===== src/rtl/noc_packet_rr_mux.sv =====
// Packet-atomic round-robin multiplexer: merges INPUTS flit streams onto one link.
// Arbitration only at packet boundaries; registered output stage; sticky stall detector.
module noc_packet_rr_mux #(
  parameter int FLIT_WIDTH  = 32,
  parameter int INPUTS      = 4,
  parameter int STALL_LIMIT = 64
) (
  input  logic                         clk,
  input  logic                         rst,
  input  logic [INPUTS*FLIT_WIDTH-1:0] in_flit,
  input  logic [INPUTS-1:0]            in_last,
  input  logic [INPUTS-1:0]            in_valid,
  output logic [INPUTS-1:0]            in_ready,
  output logic [FLIT_WIDTH-1:0]        out_flit,
  output logic                         out_last,
  output logic [$clog2(INPUTS)-1:0]    out_src,
  output logic                         out_valid,
  input  logic                         out_ready,
  output logic                         err_stall
);

  localparam int SRC_W = $clog2(INPUTS);
  localparam int CNT_W = $clog2(STALL_LIMIT + 1);

  typedef enum logic {IDLE, LOCKED} state_t;

  state_t                  state_q, state_d;
  logic [SRC_W-1:0]        sel_q, sel_d;
  logic [SRC_W-1:0]        rr_ptr_q, rr_ptr_d;
  logic [CNT_W-1:0]        stall_cnt_q, stall_cnt_d;
  logic                    err_stall_q, err_stall_d;
  logic [FLIT_WIDTH-1:0]   out_flit_q, out_flit_d;
  logic                    out_last_q, out_last_d;
  logic [SRC_W-1:0]        out_src_q, out_src_d;
  logic                    out_valid_q, out_valid_d;

  logic [SRC_W-1:0]        cand;
  logic                    cand_vld;
  logic [SRC_W:0]          scan;
  logic [SRC_W-1:0]        grant;
  logic                    grant_vld;
  logic                    can_accept;
  logic                    xfer;
  logic [FLIT_WIDTH-1:0]   sel_flit;
  logic                    sel_last;

  // Wrap-around increment of an input index.
  function automatic logic [SRC_W-1:0] next_idx(input logic [SRC_W-1:0] idx);
    if (idx == SRC_W'(INPUTS - 1)) return '0;
    return idx + SRC_W'(1);
  endfunction

  // Round-robin candidate: first valid input starting at rr_ptr. Scanning from the
  // farthest offset down lets the nearest valid input overwrite earlier hits.
  always_comb begin
    cand     = '0;
    cand_vld = 1'b0;
    scan     = '0;
    for (int k = INPUTS - 1; k >= 0; k--) begin
      scan = {1'b0, rr_ptr_q} + (SRC_W+1)'(k);
      if (scan >= (SRC_W+1)'(INPUTS)) scan = scan - (SRC_W+1)'(INPUTS);
      if (in_valid[scan[SRC_W-1:0]]) begin
        cand     = scan[SRC_W-1:0];
        cand_vld = 1'b1;
      end
    end
  end

  // Grant selection, ready generation and transfer qualification.
  always_comb begin
    can_accept = ~out_valid_q | out_ready;
    grant      = (state_q == LOCKED) ? sel_q : cand;
    grant_vld  = (state_q == LOCKED) ? 1'b1 : cand_vld;
    in_ready   = '0;
    if (grant_vld) in_ready[grant] = can_accept;
    xfer     = grant_vld & can_accept & in_valid[grant];
    sel_flit = '0;
    sel_last = 1'b0;
    for (int i = 0; i < INPUTS; i++) begin
      if (grant == SRC_W'(i)) begin
        sel_flit = in_flit[i*FLIT_WIDTH +: FLIT_WIDTH];
        sel_last = in_last[i];
      end
    end
  end

  // Packet lock FSM: lock on a multi-flit head, release and advance rr_ptr on tail.
  always_comb begin
    state_d  = state_q;
    sel_d    = sel_q;
    rr_ptr_d = rr_ptr_q;
    case (state_q)
      IDLE: begin
        if (xfer) begin
          if (sel_last) begin
            rr_ptr_d = next_idx(cand);
          end else begin
            state_d = LOCKED;
            sel_d   = cand;
          end
        end
      end
      LOCKED: begin
        if (xfer && sel_last) begin
          state_d  = IDLE;
          rr_ptr_d = next_idx(sel_q);
        end
      end
      default: state_d = IDLE;
    endcase
  end

  // Output register: load on transfer, drain when accepted, hold under back-pressure.
  always_comb begin
    out_flit_d  = out_flit_q;
    out_last_d  = out_last_q;
    out_src_d   = out_src_q;
    out_valid_d = out_valid_q;
    if (xfer) begin
      out_flit_d  = sel_flit;
      out_last_d  = sel_last;
      out_src_d   = grant;
      out_valid_d = 1'b1;
    end else if (out_ready) begin
      out_valid_d = 1'b0;
    end
  end

  // Stall detector: counts only cycles where the locked input itself has no flit.
  always_comb begin
    stall_cnt_d = stall_cnt_q;
    if (state_q == IDLE || xfer) begin
      stall_cnt_d = '0;
    end else if (!in_valid[sel_q] && stall_cnt_q != CNT_W'(STALL_LIMIT)) begin
      stall_cnt_d = stall_cnt_q + CNT_W'(1);
    end
    err_stall_d = err_stall_q | (stall_cnt_d == CNT_W'(STALL_LIMIT));
  end

  // State and output registers with synchronous reset.
  always_ff @(posedge clk) begin
    if (rst) begin
      state_q     <= IDLE;
      sel_q       <= '0;
      rr_ptr_q    <= '0;
      stall_cnt_q <= '0;
      err_stall_q <= 1'b0;
      out_flit_q  <= '0;
      out_last_q  <= 1'b0;
      out_src_q   <= '0;
      out_valid_q <= 1'b0;
    end else begin
      state_q     <= state_d;
      sel_q       <= sel_d;
      rr_ptr_q    <= rr_ptr_d;
      stall_cnt_q <= stall_cnt_d;
      err_stall_q <= err_stall_d;
      out_flit_q  <= out_flit_d;
      out_last_q  <= out_last_d;
      out_src_q   <= out_src_d;
      out_valid_q <= out_valid_d;
    end
  end

  assign out_flit  = out_flit_q;
  assign out_last  = out_last_q;
  assign out_src   = out_src_q;
  assign out_valid = out_valid_q;
  assign err_stall = err_stall_q;

endmodule


===== config.mk =====
export PLATFORM = sky130hd
export DESIGN_NAME = noc_packet_rr_mux
export DESIGN_NICKNAME = d
export VERILOG_FILES = /design/src/rtl/noc_packet_rr_mux.sv
export SDC_FILE = /design/constraint.sdc
export NUM_CORES = 1
export LEC_CHECK = 0
export ABC_AREA = 1
export BUFFER_PORTS_ARGS = -buffer_cell sky130_fd_sc_hd__buf_2
export CORE_AREA = 10 10 98 100
export CTS_BUF_LIST = sky130_fd_sc_hd__clkbuf_16
export DETAILED_ROUTE_END_ITERATION = 16
export DIE_AREA = 0 0 108 110
export PLACE_DENSITY = 0.8
export SLEW_MARGIN = 20
export SYNTH_ARGS = -nofsm -noshare
export SYNTH_HDL_FRONTEND = slang
export SYNTH_SLANG_ARGS = --single-unit

===== constraint.sdc =====
create_clock -name clk -period 2 [get_ports clk]
set_input_delay 0.1 -clock clk [delete_from_list [all_inputs] [get_ports clk]]
set_output_delay 0.1 -clock clk [all_outputs]
set_load 0.01 [all_outputs]

==> metrics.log <==
[metrics] std cell rows: 32
[metrics] Final Instance Count excl. Fillers: 786
[metrics] violated checks: negative setup slack
[metrics] post-synthesis net count: 624
[metrics] CTS Hold Buffers Added: 0
[metrics] RSZ-0062 raised after global routing: true
[metrics] wire length of the first global-routing pass: 18420 um
[metrics] cell chosen for the clock root: clkbuf_16
[metrics] Post-Route Setup TNS: -10.58 ns
[metrics] critical-path cell list: buf_12 > o21ai_4 > nor2_2 > nor2_2 > nand3_2 > nand3_4 > nand2_4 > nand2_4 > nand2_4 > nand2_4 > nand3_4 > clkinv_8 > buf_12 > o21ai_1 > a31oi_1
[metrics] switching power as a share of total power: a little under half
[metrics] initial core utilization: 39.38%
[metrics] leakage dissipation: between 2 and 3 nW
[metrics] final cycle utilization of the critical path: 112.1%
[metrics] maximum achievable frequency: 446.2 MHz
[metrics] Place WS: -0.2823 ns
[metrics] number of antenna violations at the first check in global routing: 0
[metrics] power density cells: approximately 1800 nW/um^2
[metrics] worst setup path class: flip-flop to flip-flop
[metrics] number of sinks driven by the clock tree: 49
[metrics] headroom to the max-slew limit: between 40 and 50%
[metrics] cell area after technology mapping: 3012 sq um
[metrics] fillers: 639
[metrics] layout cell share with drive strength beyond 1: 46.64%
[metrics] WP buf/inv: 3
[metrics] signal arrival time at the worst endpoint: 2.45 ns
[metrics] Residual DRC: 0
[metrics] pin count of the biggest net entering global routing: 33
[metrics] fin util: ~65%
[metrics] via count of the routed design: 4000
[metrics] proportion of netlist area held by the largest area contributor: approximately a third
[metrics] dominant cells by area after synthesis: dfxtp_1, nand2_1, a21oi_1, o21ai_1, nand3_1
[metrics] final setup skew: 0.004659 ns
[metrics] power share of the clock group: 10.7%
[metrics] clock slew seen by the registers of the worst setup and hold paths: ~0.070 ns
[metrics] router iterations before antenna repair: 5
[metrics] Slew @ Worst Pin: 0.8373 ns
[metrics] Die Width: 108 um
[metrics] synthesis-to-layout area growth: 63.90%
[metrics] reported net switching power: 4.173 mW
[metrics] cell type with the largest total area after synthesis: dfxtp_1
[metrics] number of synthesized register bits: between 40 and 50
[metrics] delay-heaviest family, CP: simple AND/OR/NAND/NOR gates
[metrics] Max-Cap Viols: 0
[metrics] Min Hold Slack: 0.07796 ns
[metrics] pins over their slew limit: 0
[metrics] number of endpoints with negative hold slack in the final report: 0
[metrics] total global routing track utilization: 18.90%
[metrics] share of synthesized area occupied by flip-flops and latches: 32.57%
[metrics] most common library cell in the layout ignoring fill and taps: buf_2
[metrics] vertical die dimension: 110 um
[metrics] run status: complete, but fails checks
[metrics] mean area per synthesized cell: 6.248 sq um
[metrics] maximum net fanout on the critical path: 14
[metrics] slowest stage delay, CP: 0.36 ns
[metrics] internal portion of total power: about 4.7 mW
[metrics] cell count after synthesis: 482
[metrics] count of distinct cell types in the synthesized netlist: 29
[metrics] placed cell count: roughly 770
[metrics] sum of net half-perimeters after detailed placement: ~9000 um
[metrics] cts bufs inserted: 5
[metrics] final estimated routing congestion in global placement: 0.8716
[metrics] count of yosys warnings during synthesis: 0
[metrics] TritonCTS clock tree: built
[metrics] top-level I/O count: 180
[metrics] slowest library cell on the worst path: dfxtp_4
[metrics] average routed wire per standard cell: 15.66 um
[metrics] Critical Path Source Type: flip-flop
[metrics] combinational cell fraction of total power: 72.3%
[metrics] number of vias per cell after detailed routing: between 5 and 6
[metrics] commonest cells after routing, fill and taps aside: buf_2, nand2_1, a21oi_1
[metrics] share of total power in sequential cells: between 10% and 20%
[metrics] source-to-sink clock delay at the later pin of the worst-skew pair: 0.28 ns
[metrics] cell area after layout: about 4900 sq um
[metrics] drt initial violations: 146
[metrics] Final min period: 2.241 ns
[metrics] total setup violations reported at the end of the flow: 53
[metrics] antenna diode count: 0
[metrics] H-tree lvl count: 2
[metrics] number of input and output port buffers inserted: between 150 and 200
[metrics] path category of the worst min-delay check: primary input to flip-flop
[metrics] Floorplan Core Area: 7647 sq um
[metrics] total die area: 11880 sq um
[metrics] cell repeated most along the worst path: nand2_4
[metrics] worst setup margin: -0.2411 ns
[metrics] Max clock buf depth: 2
[metrics] Critical Path End Type: flip-flop
[metrics] Routed Wire Length: 12310 um
[metrics] post-route ant nets: 0
[metrics] required time of the critical path: 2.21 ns
[metrics] overflow left after global routing: 0
[metrics] overall power of the completed layout: 8.888 mW
[metrics] layout net count: 825
[metrics] largest voltage drop on the vdd net: approximately 0.95 mV
[metrics] Placed Instance Area: ~4200 sq um
[metrics] via count of the first global-routing pass: roughly 3900
## sequential cells by signal (all words and copies together) (netlist names)
register / flops
out_src: 2
state_q: 1
sel_q: 2
out_last: 1
rr_ptr_q: 2
err_stall: 1
out_valid: 1
stall_cnt_q: 7
out_flit: 32
## synth_stat cells
library cell    n
nand3_2         3
inv_4           1
nor2_2          1
dfxtp_1        49
nor2_4          2
o21ai_1        31
xnor2_1         3
nand2_2         2
o211ai_1        1
o311ai_0        1
nor3_1          6
ha_1            3
buf_6           4
a21oi_1        52
nand2_1       173
buf_4           1
nand4_1         4
nand3_1        30
o21a_1          2
buf_2          14
nor2_1         26
o21ai_0        12
clkbuf_1        7
a31oi_1        19
nand2_4         1
inv_1          28
xor2_1          2
nand3_4         1
inv_2           3
## cell type report
type | instances | area [sq um] | share of cell area (%)
repair buffers | 220 | 1373 | 27.81
clock inverters | 3 | 41.29 | 0.8365
flip-flops and latches | 49 | 988.4 | 20.03
multi-input cells | 375 | 2143 | 43.42
clock buffers | 5 | 125.1 | 2.535
well taps | 102 | 127.6 | 2.586
inverters | 32 | 137.6 | 2.788
## kinds of logic (layout without fill, tap and decap cells)
logic type / after synthesis / count (layout) / share of synthesized area (%)
compound gates: 118 / 118 / 20.77
xor+xnor: 5 / 5 / 1.454
fa+ha+maj: 3 / 3 / 1.246
buf+inv: 58 / 260 / 9.016
flops: 49 / 49 / 32.57
simple gates: 249 / 249 / 34.94
## worst paths after layout
path | start | to | slack, ns | cells after the start
min reg2reg | err_stall | err_stall | 0.44 | 2
max | rr_ptr_q[0] | out_flit[1] | -0.24 | 15
max reg2reg | rr_ptr_q[0] | out_flit[1] | -0.24 | 15
min | in_flit[109] | out_flit[13] | 0.08 | 3
## tightest hold or removal path: stages
cell and delay, ns:
buf_2 0.07, a21oi_1 0.05, a21oi_1 0.10
## power by group through the flow
stage                     clock network [mW]  registers, mW  logic [mW]
after floorplan                            0           1.60        3.11
after global placement                     0           1.48        4.89
after detailed placement                   0           1.49        5.01
after CTS                              0.964           1.49        5.98
after global routing                    1.00           1.54        7.02
final                                  0.954           1.51        6.42
## repair_timing
action,4_1_cts,5_1_grt
gates cloned,2,0
pin swaps,19,25
buffers inserted,9,2
gates resized for setup,75,53
endpoints found under the setup margin,53,53
## routing by layer
| metal | GRT usage, % | vias up | part of all wire, % |
|---|---|---|---|
| met2 | 35.04 | 154 | 54 |
| li1 | - | 2000 | - |
| met1 | 19.48 | 1829 | 36 |
| met5 | 0 | - | 0 |
| met4 | 5.344 | 0 | 1.5 |
| met3 | 7.023 | 17 | 8.1 |
(Power assumes the default switching activity.)
